$ cat config.mk
export PLATFORM = sky130hd
export DESIGN_NAME = ahb_lsu_master
export DESIGN_NICKNAME = d
export VERILOG_FILES = /design/src/rtl/ahb_lsu_master.sv
export SDC_FILE = /design/constraint.sdc
export NUM_CORES = 1
export LEC_CHECK = 0
export CAP_MARGIN = 20
export CORE_MARGIN = 3
export CORE_UTILIZATION = 46
export CTS_BUF_LIST = sky130_fd_sc_hd__clkbuf_4 sky130_fd_sc_hd__clkbuf_8 sky130_fd_sc_hd__clkbuf_16
export CTS_CLUSTER_DIAMETER = 40
export DETAILED_ROUTE_END_ITERATION = 6
export GPL_ROUTABILITY_DRIVEN = 0
export PLACE_DENSITY = 0.79
export RECOVER_POWER = 25
export REMOVE_ABC_BUFFERS = 1
export SKIP_CTS_REPAIR_TIMING = 1
export SYNTH_ARGS = -nofsm -noshare
export SYNTH_HDL_FRONTEND = slang
export SYNTH_SLANG_ARGS = --single-unit
$ cat constraint.sdc
create_clock -name clk -period 6.2 [get_ports clk]
set_input_delay 1.24 -clock clk [delete_from_list [all_inputs] [get_ports clk]]
set_output_delay 1.24 -clock clk [all_outputs]
set_load 0.05 [all_outputs]
$ cat src/rtl/ahb_lsu_master.sv
// AHB-Lite load/store master: one SINGLE transfer per core request, with wait
// states, two-cycle ERROR handling and sign/zero-extended load data.
module ahb_lsu_master #(
  parameter int ADDR_W = 32,
  parameter int DATA_W = 32
) (
  input  logic              clk,
  input  logic              reset,
  input  logic              memread,
  input  logic              memwrite,
  input  logic [2:0]        funct3,
  input  logic [ADDR_W-1:0] addr,
  input  logic [DATA_W-1:0] wdata,
  output logic [DATA_W-1:0] rdata,
  output logic              stall,
  output logic              done,
  output logic              err,
  output logic [ADDR_W-1:0] HADDR,
  output logic [1:0]        HTRANS,
  output logic              HWRITE,
  output logic [2:0]        HSIZE,
  output logic [2:0]        HBURST,
  output logic [DATA_W-1:0] HWDATA,
  input  logic [DATA_W-1:0] HRDATA,
  input  logic              HREADY,
  input  logic              HRESP
);

  typedef enum logic [2:0] {S_IDLE, S_ADDR, S_DATA, S_ERR, S_RESP} state_t;

  state_t            state, state_nxt;
  logic              req, accept, illegal, set_err;
  logic [2:0]        f3_q;
  logic [1:0]        addr_lo_q;
  logic [DATA_W-1:0] wdata_q;
  logic              write_q;
  logic [DATA_W-1:0] lane, load_val, store_val;

  assign req    = memread | memwrite;
  assign accept = (state == S_IDLE) && req;
  assign HBURST = 3'b000;
  assign stall  = accept || (state == S_ADDR) || (state == S_DATA) || (state == S_ERR);

  // Reserved encodings, misaligned halves/words and unsigned stores never reach the bus.
  always_comb begin
    illegal = 1'b0;
    case (funct3)
      3'b011, 3'b110, 3'b111: illegal = 1'b1;
      3'b001, 3'b101:         illegal = addr[0];
      3'b010:                 illegal = (addr[1:0] != 2'b00);
      default:                illegal = 1'b0;
    endcase
    if (memwrite && funct3[2]) illegal = 1'b1;
  end

  always_comb begin
    state_nxt = state;
    set_err   = 1'b0;
    case (state)
      S_IDLE: begin
        if (req) begin
          state_nxt = illegal ? S_RESP : S_ADDR;
          set_err   = illegal;
        end
      end
      S_ADDR: begin
        if (HREADY) state_nxt = S_DATA;
      end
      S_DATA: begin
        case ({HREADY, HRESP})
          2'b10:   state_nxt = S_RESP;
          2'b01:   state_nxt = S_ERR;
          2'b11: begin
            state_nxt = S_RESP;
            set_err   = 1'b1;
          end
          default: state_nxt = S_DATA;
        endcase
      end
      S_ERR: begin
        if (HREADY) begin
          state_nxt = S_RESP;
          set_err   = 1'b1;
        end
      end
      S_RESP:  state_nxt = S_IDLE;
      default: state_nxt = S_IDLE;
    endcase
  end

  always_comb begin
    lane = HRDATA >> {addr_lo_q, 3'b000};
    case (f3_q[1:0])
      2'b00:   load_val = {{(DATA_W-8){~f3_q[2] & lane[7]}}, lane[7:0]};
      2'b01:   load_val = {{(DATA_W-16){~f3_q[2] & lane[15]}}, lane[15:0]};
      default: load_val = HRDATA;
    endcase
  end

  // Narrow stores are replicated across all lanes so the slave can pick any.
  always_comb begin
    case (f3_q[1:0])
      2'b00:   store_val = {4{wdata_q[7:0]}};
      2'b01:   store_val = {2{wdata_q[15:0]}};
      default: store_val = wdata_q;
    endcase
  end

  always_ff @(posedge clk or posedge reset) begin
    if (reset) state <= S_IDLE;
    else       state <= state_nxt;
  end

  always_ff @(posedge clk or posedge reset) begin
    if (reset) begin
      HADDR     <= '0;
      HTRANS    <= 2'b00;
      HWRITE    <= 1'b0;
      HSIZE     <= 3'b000;
      HWDATA    <= '0;
      rdata     <= '0;
      done      <= 1'b0;
      err       <= 1'b0;
      f3_q      <= 3'b000;
      addr_lo_q <= 2'b00;
      wdata_q   <= '0;
      write_q   <= 1'b0;
    end else begin
      done   <= (state_nxt == S_RESP);
      err    <= set_err;
      HTRANS <= (state_nxt == S_ADDR) ? 2'b10 : 2'b00;
      if (accept) begin
        f3_q      <= funct3;
        addr_lo_q <= addr[1:0];
        wdata_q   <= wdata;
        write_q   <= memwrite;
        if (!illegal) begin
          HADDR  <= addr;
          HWRITE <= memwrite;
          HSIZE  <= {1'b0, funct3[1:0]};
        end
      end
      if (state == S_ADDR && HREADY)
        HWDATA <= store_val;
      if (state_nxt == S_RESP && (state == S_DATA || state == S_ERR))
        HWDATA <= '0;
      if (state == S_DATA && HREADY && !HRESP && !write_q)
        rdata <= load_val;
    end
  end

endmodule

==> impl_metrics.json <==
{
  "status": "complete, no violations",
  "peakVddDrop_mv": 0.5134,
  "hpwl_mm": 11.97,
  "syn2layout_area_growth_pct": 42.04,
  "end_kind": "output pin",
  "stdcell_count": 992,
  "final_cell_mix": "clkdlybuf4s50_1 (204), nand2_1 (161), dfrtp_1 (143), nand3_1 (33)",
  "rsz0062_at_grt": "no",
  "grt_pass1_wl_mm": 29.37,
  "syn_inst": 617,
  "row_count": 42,
  "dr.pass1.iters": 5,
  "required_ns": 4.96,
  "design_area_sq_um": 9211,
  "cts_buffers": 17,
  "die-area_sq_um": 15560,
  "setup_tns_ns": 0,
  "drv_slew": 0,
  "setup_viol": 0,
  "tightest_slew_ns": 1.110,
  "synth_edf_count": 0,
  "portBuffers": 207,
  "netlist_area_sq_um": 6485,
  "nets": 908,
  "htreeDepth": 4,
  "synthFlopType": "dfrtp_1",
  "clock_latency_ns": 0.42,
  "ys_seq_area_share_pct": 55.18,
  "cts_num_sinks": 143,
  "via_count": 5412,
  "p_per_area_nw_per_um2": 644.9,
  "antenna_cells": 0,
  "grt_pass1_vias": 5577,
  "wire_per_inst_microns": 18.18,
  "drtIter0Drc": 428,
  "io_pins": 213,
  "worstPathArrival_ns": 2.88,
  "syn_avg_cell_area_sq_um": 10.51,
  "layout_commonest_cell": "clkdlybuf4s50_1",
  "criticalPathCategory": "input port to output pin",
  "hold_path_depth": 2,
  "synth_cell_types": 43,
  "worstHoldPathType": "flip-flop to flip-flop",
  "fin_skew_ns": 0.007331,
  "hold_viol": 0,
  "grt_overflow": 0,
  "cts_tree": "done",
  "yosysTopAreaCellShare_pct": 55.18,
  "finish.utilization_pct": 68.20,
  "dpl.cell_count": 958,
  "fin_crit_ns": 4.118,
  "cts_buffer_depth": 2,
  "die_width_microns": 124.7,
  "r2r_end": "HADDR[28]$_DFFE_PP0P_",
  "slowest_stage": "clkdlybuf4s50_1",
  "reg2reg_depth": 4,
  "clock.fmax_mhz": 242.8,
  "routed_wirelength_mm": 18.03,
  "place_area_sq_um": 8586,
  "maxSlewHeadroom_pct": 26.02,
  "drive_above_1_share_pct": 10.54,
  "grtUsageTotal_pct": 23.35,
  "core_area_sq_um": 13510,
  "maxCapViolations": 0,
  "slowest_delay_ns": 0.82,
  "r2r_start": "state[2]$_DFF_PP0_",
  "start_util_pct": 48.02,
  "clk_pin_slew_worst_paths_ns": 0.06,
  "synth_area_leader_cell": "dfrtp_1",
  "ff2ff_setup_slack_ns": 3.31,
  "ant_nets": 0,
  "die_y_microns": 124.7,
  "synth.area.top_cells": "dfrtp_1 (55%), nand2_1 (9.3%), mux2_4 (6.5%)",
  "avgViaCountPerCell": 5.456,
  "worstHoldEndpoint": "wdata_q[29]$_DFFE_PP0P_",
  "grt_max_degree": 106,
  "cts_root_buf": "clkbuf_16",
  "cp-start-kind": "input port",
  "hp-start": "wdata_q[29]$_DFFE_PP0P_",
  "antenna_found_initial": 0,
  "crit_chain": "dlygate4sd3_1, nor4_1, nor2_1, clkdlybuf4s50_1",
  "synth_seq_cells": 143,
  "synth_async_sr_flop_share_pct": 100.0,
  "finalCritPeriodShare_pct": 66.42,
  "yosys_warnings": 0,
  "p_leak_nw": 4.134,
  "worstPathMaxFanout": 5,
  "drcViolationCount": 0
}
metal layers:
metal / vias to the layer above / share of wire (%) / track usage, %
li1: 2498 / - / -
met1: 2665 / 43 / 30.33
met2: 225 / 49 / 38.10
met5: - / 0 / 0
met4: 0 / 1.5 / 7.286
met3: 24 / 6.7 / 6.518
sequential cells by signal, indices dropped and copies added (netlist names):
signal	cells
wdata_q	32
state	3
HWRITE	1
err	1
addr_lo_q	2
HTRANS	1
done	1
HSIZE	2
rdata	32
f3_q	3
HWDATA	32
HADDR	32
write_q	1
worst max-delay path, delay by kind of cell:
kind                   cells  cell delay [ns]
and+or+nand+nor            2             0.18
buffers and inverters      2             1.46
cells in the mapped netlist (2+ instances only):
cell         n
o21ai_0      4
a2bb2oi_1    7
nor2_1      30
o211ai_1    25
o22ai_1      7
buf_4        7
clkbuf_1    24
mux2_2       8
dfrtp_1    143
mux2i_1     28
nand2b_1     2
buf_2       16
inv_1        2
a311oi_1     8
mux2_4      28
or2_2        2
nand3b_1    10
a21oi_1     29
nand3_1     33
a211oi_1     8
o21ai_1      7
mux2_1       6
buf_6        3
nand2_1    161
power breakdown:
part	switching [W]	total [W]	leakage (nW)	internal, W
registers	0.000347	0.00174	1.78	0.00139
logic	0.00203	0.00320	2.06	0.00117
clock network	0.000386	0.00100	0.293	0.000618
layout make-up:
class                      instances  area (sq um)
fill                             978          4294
sequential                       143          3578
multi-input combinational        424          2661
timing repair buffer             214          2152
clock buffer                      21         467.9
tap                              176         220.2
clock inverter                    11         115.1
inverter                           3         16.27
stage by stage:
stage	total power, W	worst slack [ns]	hold WS [ns]
floorplan	0.003827	1.122	0.4462
global placement	0.004850	2.148	0.4606
detailed placement	0.004925	2.141	0.4647
CTS	0.005959	2.125	0.4788
global route	0.006236	2.035	0.5096
finish	0.005940	2.082	0.4743
worst max path at each step:
stage                     cells after the start              endpoint      from
after CTS                                     4                 stall  memwrite
after floorplan                               1  HADDR[0]$_DFFE_PP0P_     reset
after detailed placement                      4                 stall  memwrite
after global placement                        4                 stall  memwrite
after global routing                          4                 stall   memread
final                                         4                 stall   memread
cells by family after synthesis:
logic type	after synthesis	share of synthesized area (%)
other	1	0.05783
buffers and inverters	54	4.187
multiplexers	70	13.24
AO/OA/AOI/OAI	103	11.27
AND/OR/NAND/NOR	246	16.07
flip-flops	143	55.18
Note: power is estimated with default switching activity, not from simulation.
==> RTL change: new RTL, same settings <==
Set the parameter `ADDR_W` to 36 (it was 32).
--- a/src/rtl/ahb_lsu_master.sv
+++ b/src/rtl/ahb_lsu_master.sv
@@ -3,3 +3,3 @@
 module ahb_lsu_master #(
-  parameter int ADDR_W = 32,
+  parameter int ADDR_W = 36,
   parameter int DATA_W = 32
Ports: changed (resized HADDR and addr); port bits go from 213 to 221. The function was not compared with the original's and may differ.
==> RTL change against the original RTL <==
- the run now ends with max-capacitance violations, max-slew violations left
- hold slack better by 0.77 ps
- sequential cell count up 4
- power is 1.2% higher
- setup slack worse by 520 ps
- wire length rose by 1.7%
- register-to-register slack got worse by 470 ps
- non-clock buffer count rose by 9
- final cell count increased by 3.2%
- final area rose by 1.8%
- area after synthesis is essentially flat
- highest routed layer unchanged
==> RTL change: results (changes against the original RTL) <==
[outcome]
status=complete, but fails checks  ; was finished clean
violations=max-capacitance violations, max-slew violations

[hold_path]
holdCritStartpoint=wdata_q[28]$_DFFE_PP0P_  ; was wdata_q[29]$_DFFE_PP0P_
holdPathEnd=wdata_q[28]$_DFFE_PP0P_  ; was wdata_q[29]$_DFFE_PP0P_

[cells_and_area]
nFillCells=976  ; was 978
layout-drive-gt1-share_pct=5.19  ; was 10.5%
nets=944  ; was 908
fin_cells=1024  ; was 992

[yosys]
synth_cell_types=38  ; was 43
synth_area_leaders=dfrtp_1, nand2_1, mux2_1, mux2i_1, o211ai_1  ; was dfrtp_1, nand2_1, mux2_4, mux2i_1, o211ai_1
syn_inst=640  ; was 617

[setup_path]
slowest_stage=inv_1  ; was clkdlybuf4s50_1
arrival_ps=5100  ; was 2880 ps
max_stage_delay_ps=2340  ; was 820 ps
rr_endpoint=HADDR[14]$_DFFE_PP0P_  ; was HADDR[28]$_DFFE_PP0P_
reg2reg_slack_ps=2840  ; was 3310 ps
cp-startpoint=reset  ; was memread
path_max_fanout=91  ; was 5
rr_worst_depth=6  ; was 4

[sta]
finClkSkew_ps=6.08  ; was 7.33 ps
report.final.slew_viol_count=133  ; was 0

[global_routing]
grt_pass1_vias=5941  ; was 5,577
grt_pass1_wl_mm=30.4  ; was 29.4 mm

[flow_run]
max_cap_viol_count=2  ; was 0

[pwr]
cellLeakagePower_nw=4.15  ; was 4.13 nW

[place]
dp_cells=991  ; was 958
dp_hpwl_mm=12.4  ; was 12.0 mm
port_buffers=215  ; was 207

[route]
routed_wl_mm=18.3  ; was 18.0 mm
dr.first_iter.drc_count=532  ; was 428

-- RTL change: cell types whose count changed in the layout (fill, tap and decap cells not counted), sizes merged, moves of 3 or more --
cell / unedited run / this run
nand2: 162 / 184
clkdlybuf4s50: 204 / 212
bufinv: 2 / 6
clkinv: 9 / 5
dfrtp: 143 / 147
mux2: 42 / 38
clkbuf: 21 / 18
-- RTL change: stage by stage --
step                      utilization, %  hold slack, ps  power (mW)
after floorplan                        -             445        3.73
after global placement              64.4             459        4.76
after detailed placement            64.4             462        4.85
after CTS                           69.4             479        6.04
after global routing                69.4             509        6.34
final                               69.4             475        6.01
-- RTL change: cell families (layout without fill, tap and decap cells) --
family	count (synthesis)	count (layout)	synth area share [%]
multiplexers	66	66	10.9
AO/OA/AOI/OAI	105	105	11.3
AND/OR/NAND/NOR	268	268	17.2
buffers and inverters	53	257	3.80
other	1	5	0.0578
flip-flops	147	147	56.7
-- RTL change: area by class of cell --
cell class	instances	area share [%]
clock buffers	17	4.54
clock inverters	15	2.70
inverters	2	0.0801
multi-input cells	444	27.5
flip-flops and latches	147	39.2
well taps	176	2.35
repair buffers	223	23.6
-- RTL change: worst max-delay path, delay by kind of cell --
family                 cells  cell delay [ps]
buffers and inverters      3             3760
-- RTL change: worst max path at each step --
stage | slack [ps] | cells after the start | to
floorplan | 1010 | 1 | HADDR[0]$_DFFE_PP0P_
global placement | 1770 | 5 | stall
detailed placement | 1760 | 5 | stall
CTS | 1740 | 5 | stall
global route | 880 | 3 | HADDR[33]$_DFFE_PP0P_
finish | 1560 | 3 | HADDR[25]$_DFFE_PP0P_
-- RTL change: where the power goes --
part           internal [mW]  switching, mW
logic                   1.07           2.01
registers               1.41          0.360
clock network          0.759          0.405
-- RTL change: per-layer routing --
metal	GRT usage [%]	vias up	share of wire, %
met1	27.8	2757	37
li1	-	2577	-
met5	0	-	0
met2	42.4	232	52
met3	8.06	23	8.6
met4	7.41	0	1.5
